`config.mk`:
```
export PLATFORM = sky130hd
export DESIGN_NAME = mem_arbiter
export DESIGN_NICKNAME = d
export VERILOG_FILES = /design/src/rtl/mem_arbiter.sv
export SDC_FILE = /design/constraint.sdc
export NUM_CORES = 1
export LEC_CHECK = 0
export BUFFER_PORTS_ARGS = -buffer_cell sky130_fd_sc_hd__buf_4
export CORE_MARGIN = 10
export CORE_UTILIZATION = 47
export DETAILED_ROUTE_END_ITERATION = 6
export PLACE_DENSITY = 0.81
export SYNTH_ARGS = -nofsm -noshare
export SYNTH_HDL_FRONTEND = slang
export SYNTH_SLANG_ARGS = --single-unit
```
`constraint.sdc`:
```
create_clock -name clk -period 2.3 [get_ports clk]
set_clock_uncertainty 0.2 [all_clocks]
set_input_delay 0.23 -clock clk [delete_from_list [all_inputs] [get_ports clk]]
set_output_delay 0.23 -clock clk [all_outputs]
set_load 0.005 [all_outputs]
```
`src/rtl/mem_arbiter.sv`:
```
// Merges the split instruction/data memory ports onto one physical memory port,
// serving one word transaction at a time with per-side response pulses.
module mem_arbiter #(
  parameter int DATA_W   = 16,
  parameter int ADDR_W   = 16,
  parameter int MASK_W   = 2,
  parameter int FAIRNESS = 1,
  parameter int CNT_W    = 16
) (
  input  logic              clk,
  input  logic              rst_n,

  input  logic              inst_mem_read,
  input  logic              inst_mem_write,
  input  logic [MASK_W-1:0] inst_mem_byte_enable,
  input  logic [ADDR_W-1:0] inst_mem_addr,
  input  logic [DATA_W-1:0] inst_mem_wdata,
  output logic              inst_mem_resp,
  output logic [DATA_W-1:0] inst_mem_rdata,

  input  logic              data_mem_read,
  input  logic              data_mem_write,
  input  logic [MASK_W-1:0] data_mem_byte_enable,
  input  logic [ADDR_W-1:0] data_mem_addr,
  input  logic [DATA_W-1:0] data_mem_wdata,
  output logic              data_mem_resp,
  output logic [DATA_W-1:0] data_mem_rdata,

  output logic              pmem_read,
  output logic              pmem_write,
  output logic [MASK_W-1:0] pmem_byte_enable,
  output logic [ADDR_W-1:0] pmem_addr,
  output logic [DATA_W-1:0] pmem_wdata,
  input  logic              pmem_resp,
  input  logic [DATA_W-1:0] pmem_rdata,

  output logic [CNT_W-1:0]  conflict_count
);

  typedef enum logic [1:0] {IDLE, BUSY, RESP} state_e;
  typedef enum logic {SIDE_INST = 1'b0, SIDE_DATA = 1'b1} side_e;

  state_e state_q, state_d;
  side_e  grant_q, last_grant_q, grant_d;
  logic   take_grant;

  logic              op_read_q, op_write_q;
  logic [ADDR_W-1:0] addr_q;
  logic [DATA_W-1:0] wdata_q;
  logic [MASK_W-1:0] mask_q;
  logic [DATA_W-1:0] rdata_q;
  logic [CNT_W-1:0]  conflict_count_q;

  logic inst_req, data_req, both_req;
  logic sel_read, sel_write;

  assign inst_req = inst_mem_read | inst_mem_write;
  assign data_req = data_mem_read | data_mem_write;
  assign both_req = inst_req & data_req;

  // NOTE: every signal assigned in always_comb gets a default first so no latch is inferred.
  always_comb begin
    state_d    = state_q;
    grant_d    = SIDE_DATA;
    take_grant = 1'b0;
    case (state_q)
      IDLE: begin
        if (inst_req || data_req) begin
          take_grant = 1'b1;
          state_d    = BUSY;
          if (both_req)
            grant_d = (FAIRNESS != 0 && last_grant_q == SIDE_DATA) ? SIDE_INST : SIDE_DATA;
          else
            grant_d = data_req ? SIDE_DATA : SIDE_INST;
        end
      end
      BUSY:    if (pmem_resp) state_d = RESP;
      RESP:    state_d = IDLE;
      default: state_d = IDLE;
    endcase
  end

  assign sel_read  = (grant_d == SIDE_DATA) ? data_mem_read  : inst_mem_read;
  assign sel_write = (grant_d == SIDE_DATA) ? data_mem_write : inst_mem_write;

  // NOTE: sequential state uses non-blocking assignments so all registers update together at the edge.
  always_ff @(posedge clk or negedge rst_n) begin
    if (!rst_n) state_q <= IDLE;
    else        state_q <= state_d;
  end

  always_ff @(posedge clk or negedge rst_n) begin
    if (!rst_n) begin
      grant_q          <= SIDE_INST;
      last_grant_q     <= SIDE_INST;
      op_read_q        <= 1'b0;
      op_write_q       <= 1'b0;
      addr_q           <= '0;
      wdata_q          <= '0;
      mask_q           <= '0;
      rdata_q          <= '0;
      conflict_count_q <= '0;
    end else begin
      if (take_grant) begin
        grant_q      <= grant_d;
        last_grant_q <= grant_d;
        // A side asserting read and write together is served as a write.
        op_write_q   <= sel_write;
        op_read_q    <= sel_read & ~sel_write;
        addr_q       <= (grant_d == SIDE_DATA) ? data_mem_addr        : inst_mem_addr;
        wdata_q      <= (grant_d == SIDE_DATA) ? data_mem_wdata       : inst_mem_wdata;
        mask_q       <= (grant_d == SIDE_DATA) ? data_mem_byte_enable : inst_mem_byte_enable;
      end
      if (state_q == BUSY && pmem_resp)
        rdata_q <= op_read_q ? pmem_rdata : '0;
      if (state_q == IDLE && both_req && conflict_count_q != '1)
        conflict_count_q <= conflict_count_q + CNT_W'(1);
    end
  end

  // Physical port only ever sees the latched copy, and only while BUSY.
  logic busy, resp_cycle;
  assign busy       = (state_q == BUSY);
  assign resp_cycle = (state_q == RESP);

  assign pmem_read        = busy & op_read_q;
  assign pmem_write       = busy & op_write_q;
  assign pmem_addr        = busy ? addr_q  : '0;
  assign pmem_wdata       = busy ? wdata_q : '0;
  assign pmem_byte_enable = busy ? mask_q  : '0;

  assign inst_mem_resp  = resp_cycle & (grant_q == SIDE_INST);
  assign data_mem_resp  = resp_cycle & (grant_q == SIDE_DATA);
  assign inst_mem_rdata = inst_mem_resp ? rdata_q : '0;
  assign data_mem_rdata = data_mem_resp ? rdata_q : '0;

  assign conflict_count = conflict_count_q;

endmodule

```
==> out/qor.yml, run 1 <==
clock_tree:
  cts_max_path_buffers: 2
  post-cts-setup-buffers: 0
  cts_tree: "done"
  clock-sinks: 71
  h-tree-depth: 3
  clockRootBuffer: "clkbuf_8"
  cts_buffers: 9
  cts-resized-gates: 0
  insertion_delay_ps: 330
  ctsHoldBuffers: 48
  cts.clk_slew.worst_paths_ps: 80
sta:
  period_minus_slack_ps: 2098
  rsz0062_at_grt: "no"
  setup_viol: 0
  finalHoldViolations: 0
  slew_headroom_pct: 40.06
  drv_slew: 0
  fmax_mhz: 476.6
  timing.final.crit_share_pct: 91.23
  worstMarginPinSlew_ps: 899.1
  fin_tns_setup_ps: 0
routing:
  drc: 0
  ant_nets: 0
  avgRoutedWirePerCell_um: 16.29
  totalWireLength_mm: 11.55
  drt_iter0_drc: 84
  drt_pass1_iterations: 5
  vias: 3534
  vias_per_cell: 4.984
die:
  num_rows: 32
  ioPinCount: 177
  die_h_um: 108.3
  core_area_um2: 7647
  initial_utilization_pct: 47.87
  fp.dieW_um: 108.3
  die_area_um2: 11720
power:
  power-per-cell-area_nw_per_um2: 1038
  vdd_drop_max_mv: 0.6013
  power.leakage_nw: 2.897
grt:
  grt_use_met2_pct: 33.28
  grt_pass1_vias: 3759
  grt_pass1_wl_mm: 18.17
  top_usage_layer: "met2"
  grt_overflow: 0
  grt_max_degree: 72
  antenna_found_initial: 0
  grt_use_total_pct: 19.39
  grtUsageMet3_pct: 9.102
  grt_use_met1_pct: 19.94
yosys:
  netlist_area_um2: 3661
  synth_common_cells: "dfrtp_1 (71), and2_1 (69), nand2_1 (42)"
  post-synth-top-count-cell: "dfrtp_1"
  yosysWarnings: 0
  synth-seq-cells: 71
  synthesis.nets: 479
  yosys.area.top_type: "dfrtp_1"
  seq_area_frac_synth_pct: 48.53
  synth_cell_types: 31
  synth_ff_type: "dfrtp_1"
  ys_top_cells_by_area: "dfrtp_1 (49%), and2_1 (12%), mux2i_1 (9.6%)"
  yosysTopAreaCellShare_pct: 48.53
  synth_edf_count: 0
  syn_inst: 387
  async_flop_share_pct: 100.0
  postSynthAreaPerCell_um2: 9.460
flow_run:
  maxCapViolCount: 0
setup_path:
  critPathRequiredTime_ps: 2320
  worstSetupPathType: "flop to flop"
  endpoint_kind: "flop"
  worstPathArrival_ps: 2120
  rr_worst_depth: 5
  critPathLaunchType: "flop"
  worstPathMaxFanout: 12
layout:
  final_util_pct: 74.89
  drive_gt1_share_pct: 34.43
  stdcell_area_um2: 5727
  area_delta_synth_final_pct: 56.43
  diodes: 0
  final_nets: 694
hold_path:
  hold_depth: 3
  hp-class: "input port to flop"
place:
  port_buffers: 176
  finalWeightedCongestion: 0.8097
  hpwl_mm: 8.103
  place_area_um2: 5071
run_status:
  outcome: "finished, final reports clean"
area by class of cell:
cell class	instances	area (um^2)
clock inverters	5	33.78
repair buffers	231	1854
fillers	543	1921
clock buffers	11	141.4
well taps	102	127.6
flip-flops and latches	71	1777
inverters	2	7.507
multi-input cells	287	1785
final timing paths:
check / start / to / slack, ps
setup / recovery: conflict_count[0]$_DFFE_PN0P_ / conflict_count[1]$_DFFE_PN0P_ / 200
hold / removal: inst_mem_wdata[13] / wdata_q[13]$_DFFE_PN0P_ / 10
setup reg to reg: conflict_count[0]$_DFFE_PN0P_ / conflict_count[1]$_DFFE_PN0P_ / 200
hold reg to reg: rdata_q[2]$_DFFE_PN0P_ / rdata_q[2]$_DFFE_PN0P_ / 290
max in group asynchronous: rst_n / conflict_count[8]$_DFFE_PN0P_ / 900
min in group asynchronous: rst_n / addr_q[10]$_DFFE_PN0P_ / 380
worst max-delay path, cell delays in order (launching register included):
cell and delay (ps):
dfrtp_1 430, ha_1 240, and4_1 240, and4bb_2 330
nor2_1 190, mux2_2 360
cell usage in the layout (no fill, tap or decap), types with 3 or more instances in the layout:
cell type | synthesis | routed
a21oi_1 | 35 | 35
and2_1 | 69 | 69
and3_1 | 3 | 3
buf_4 | 0 | 183
clkbuf_8 | 0 | 10
dfrtp_1 | 71 | 71
dlygate4sd3_1 | 0 | 48
mux2i_1 | 35 | 35
nand2_1 | 42 | 42
nand4_1 | 4 | 4
nor2_1 | 40 | 40
nor3_1 | 5 | 5
nor4_1 | 4 | 4
nor4_2 | 4 | 4
o21ai_0 | 16 | 16
xor2_1 | 15 | 15
sequential cells by signal, indices dropped and copies added, names as in the netlist:
| name | count |
|---|---|
| rdata_q | 16 |
| op_read_q | 1 |
| conflict_count | 16 |
| last_grant_q | 1 |
| mask_q | 2 |
| wdata_q | 16 |
| op_write_q | 1 |
| state_q | 2 |
| addr_q | 16 |
per-stage QoR:
step	cells	hold WS (ps)	setup slack, ps	total power [mW]
6_report	709	11.10	201.6	5.945
5_1_grt	709	14.47	116.4	6.430
4_1_cts	709	0.07822	207.6	6.004
3_5_place_dp	645	211.9	219.6	5.038
3_3_place_gp	645	212.9	258.1	4.938
2_1_floorplan	387	-265.6	299.8	3.697
logic make-up after synthesis:
kind of cell,count (synthesis),share of synthesized area [%]
flops,71,48.53
fa+ha+maj,1,0.3417
compound gates,55,7.827
simple gates,179,25.97
buf+inv,29,3.554
xor+xnor,15,3.589
mux,37,10.18
metal layers:
layer / part of all wire [%] / vias to the layer above
li1: - / 1715
met1: 37 / 1665
met2: 50 / 138
met3: 10 / 16
met4: 2.2 / 0
met5: 0 / -
report_power, final:
part | switching (mW) | internal, mW | total (mW)
Sequential | 0.396 | 1.78 | 2.18
Clock | 0.456 | 0.419 | 0.876
Combinational | 1.39 | 1.50 | 2.89
Total | 2.25 | 3.70 | 5.95
Note: power is estimated with default switching activity, not from simulation.
==> run 2: changes to the inputs <==
--- a/config.mk
+++ b/config.mk
@@ -6,10 +6,12 @@
 export NUM_CORES = 1
 export LEC_CHECK = 0
 export BUFFER_PORTS_ARGS = -buffer_cell sky130_fd_sc_hd__buf_4
+export CELL_PAD_IN_SITES_DETAIL_PLACEMENT = 0
+export CELL_PAD_IN_SITES_GLOBAL_PLACEMENT = 1
 export CORE_MARGIN = 10
-export CORE_UTILIZATION = 47
+export CORE_UTILIZATION = 33
 export DETAILED_ROUTE_END_ITERATION = 6
-export PLACE_DENSITY = 0.81
+export PLACE_DENSITY_LB_ADDON = 0.1
 export SYNTH_ARGS = -nofsm -noshare
 export SYNTH_HDL_FRONTEND = slang
 export SYNTH_SLANG_ARGS = --single-unit
==> run 2 against run 1 <==
  * Worst hold slack is essentially flat
  * Combinational power grew 13%
  * Flip-flop and latch count is the same
  * Final area grew 9.2%
  * Routed wire length grew 6.0%
  * Clock power grew 16%
  * Largest power group unchanged
  * Highest routed layer unchanged
==> out/qor.yml, run 2 (synthesized netlist as in run 1, its figures left out) <==
routing:
  totalWireLength_mm: 12.24
  drt_iter0_drc: 149
  vias_per_cell: 4.591
  drt_pass1_iterations: 5
  avgRoutedWirePerCell_um: 15.61
  drc: 0
  vias: 3599
  ant_nets: 0
setup_path:
  critPathLaunchType: "flop"
  rr_worst_depth: 7
  critPathRequiredTime_ps: 2320
  worstPathMaxFanout: 17
  endpoint_kind: "flop"
  slowest_delay_ps: 570
  critical-path-slowest-cell: "dlygate4sd3_1"
  worstSetupPathType: "flop to flop"
  worstPathArrival_ps: 2210
  crit_chain: "nor2_4, o221ai_4, buf_12, clkbuf_16, mux2i_1, dlygate4sd3_1, a21oi_1"
die:
  num_rows: 38
  fp.dieW_um: 125.3
  die_area_um2: 15710
  core_area_um2: 10840
  die_h_um: 125.3
  ioPinCount: 177
  initial_utilization_pct: 33.77
layout:
  drive_gt1_share_pct: 33.23
  area_delta_synth_final_pct: 70.75
  nFillCells: 944
  multi_input_area_um2: 1793
  final_common_cell: "buf_4"
  final_nets: 731
  final_util_pct: 57.66
  register_area_um2: 1777
  final_cell_mix: "buf_4 (180), dlygate4sd3_1 (82), dfrtp_1 (71)"
  diodes: 0
hold_path:
  hp-class: "input port to flop"
  hold_depth: 3
clock_tree:
  cts_max_path_buffers: 2
  h-tree-depth: 3
  cts_buffers: 9
  cts.clk_slew.worst_paths_ps: 80
  clockRootBuffer: "clkbuf_8"
  clock-sinks: 71
  cts_tree: "done"
  insertion_delay_ps: 350
place:
  hpwl_mm: 8.091
  port_buffers: 176
  finalWeightedCongestion: 0.7744
sta:
  drv_slew: 0
  fmax_mhz: 456.3
  worstMarginPinSlew_ps: 667.8
  period_minus_slack_ps: 2191
  setup_viol: 0
  fin_tns_setup_ps: 0
  finalHoldViolations: 0
  slew_headroom_pct: 55.48
  timing.final.crit_share_pct: 95.27
  rsz0062_at_grt: "no"
flow_run:
  maxCapViolCount: 0
grt:
  grt_use_total_pct: 14.52
  grt_pass1_vias: 3702
  grt_overflow: 0
  antenna_found_initial: 0
  grt_pass1_wl_mm: 18.92
  grt_max_degree: 71
power:
  total_power_mw: 6.466
  power.leakage_nw: 3.101
  vdd_drop_max_mv: 0.5179
  power-per-cell-area_nw_per_um2: 1034
run_status:
  outcome: "finished, final reports clean"
## run 2: critical path: cells and delay by family, from the launching register on
family,cells,cell delay [ps]
muxes,1,150
DFF,1,440
AOI/OAI and AO/OA,2,170
buffers and inverters,3,940
and+or+nand+nor,1,160
## run 2: path summary, 6_finish.rpt
path                                             start                 endpoint  slack, ps
worst min register to register  rdata_q[8]$_DFFE_PN0P_   rdata_q[8]$_DFFE_PN0P_        290
worst min-delay path                 inst_mem_addr[14]   addr_q[14]$_DFFE_PN0P_         10
worst max register to register  state_q[0]$_DFFE_PN0P_   wdata_q[2]$_DFFE_PN0P_        110
max in group asynchronous                        rst_n  wdata_q[15]$_DFFE_PN0P_       1140
min in group asynchronous                        rst_n  rdata_q[15]$_DFFE_PN0P_        170
worst max-delay path            state_q[0]$_DFFE_PN0P_   wdata_q[2]$_DFFE_PN0P_        110
## run 2: layout make-up
cell class / count / area share (%)
repair buffers: 268 / 36.83
flip-flops and latches: 71 / 28.42
clock buffers: 9 / 1.982
clock inverters: 7 / 1.161
well taps: 140 / 2.802
multi-input cells: 287 / 28.68
inverters: 2 / 0.1201
## run 2: repair_timing
action | CTS | global route
hold buffers | 81 | 1
endpoints found under the hold margin | 82 | 1
buffers inserted | 0 | 2
setup endpoints to repair | 0 | 24
resized for setup | 0 | 2
## run 2: metal layers
metal / track usage [%] / share of wire [%] / vias up
met5: 0 / 0 / -
met4: 3.862 / 1.1 / 0
met3: 5.703 / 7.9 / 9
li1: - / - / 1797
met1: 16.43 / 41 / 1688
met2: 24.93 / 50 / 105
## run 2: report_power, final
part           leakage [nW]  internal [mW]  switching [mW]
registers             0.825           1.78           0.400
logic                  2.18           1.81            1.46
clock network        0.0956          0.503           0.517
## run 2: through the flow
stage          area (um^2)  instances  setup slack, ps  hold slack (ps)
5_1_grt               6251        784            2.740            37.32
6_report              6251        784            108.7            11.03
3_5_place_dp          5149        682            212.0            20.65
2_1_floorplan         3661        387            299.8           -265.6
3_3_place_gp          5149        682            236.9            15.73
4_1_cts               6156        779            78.61           0.3924
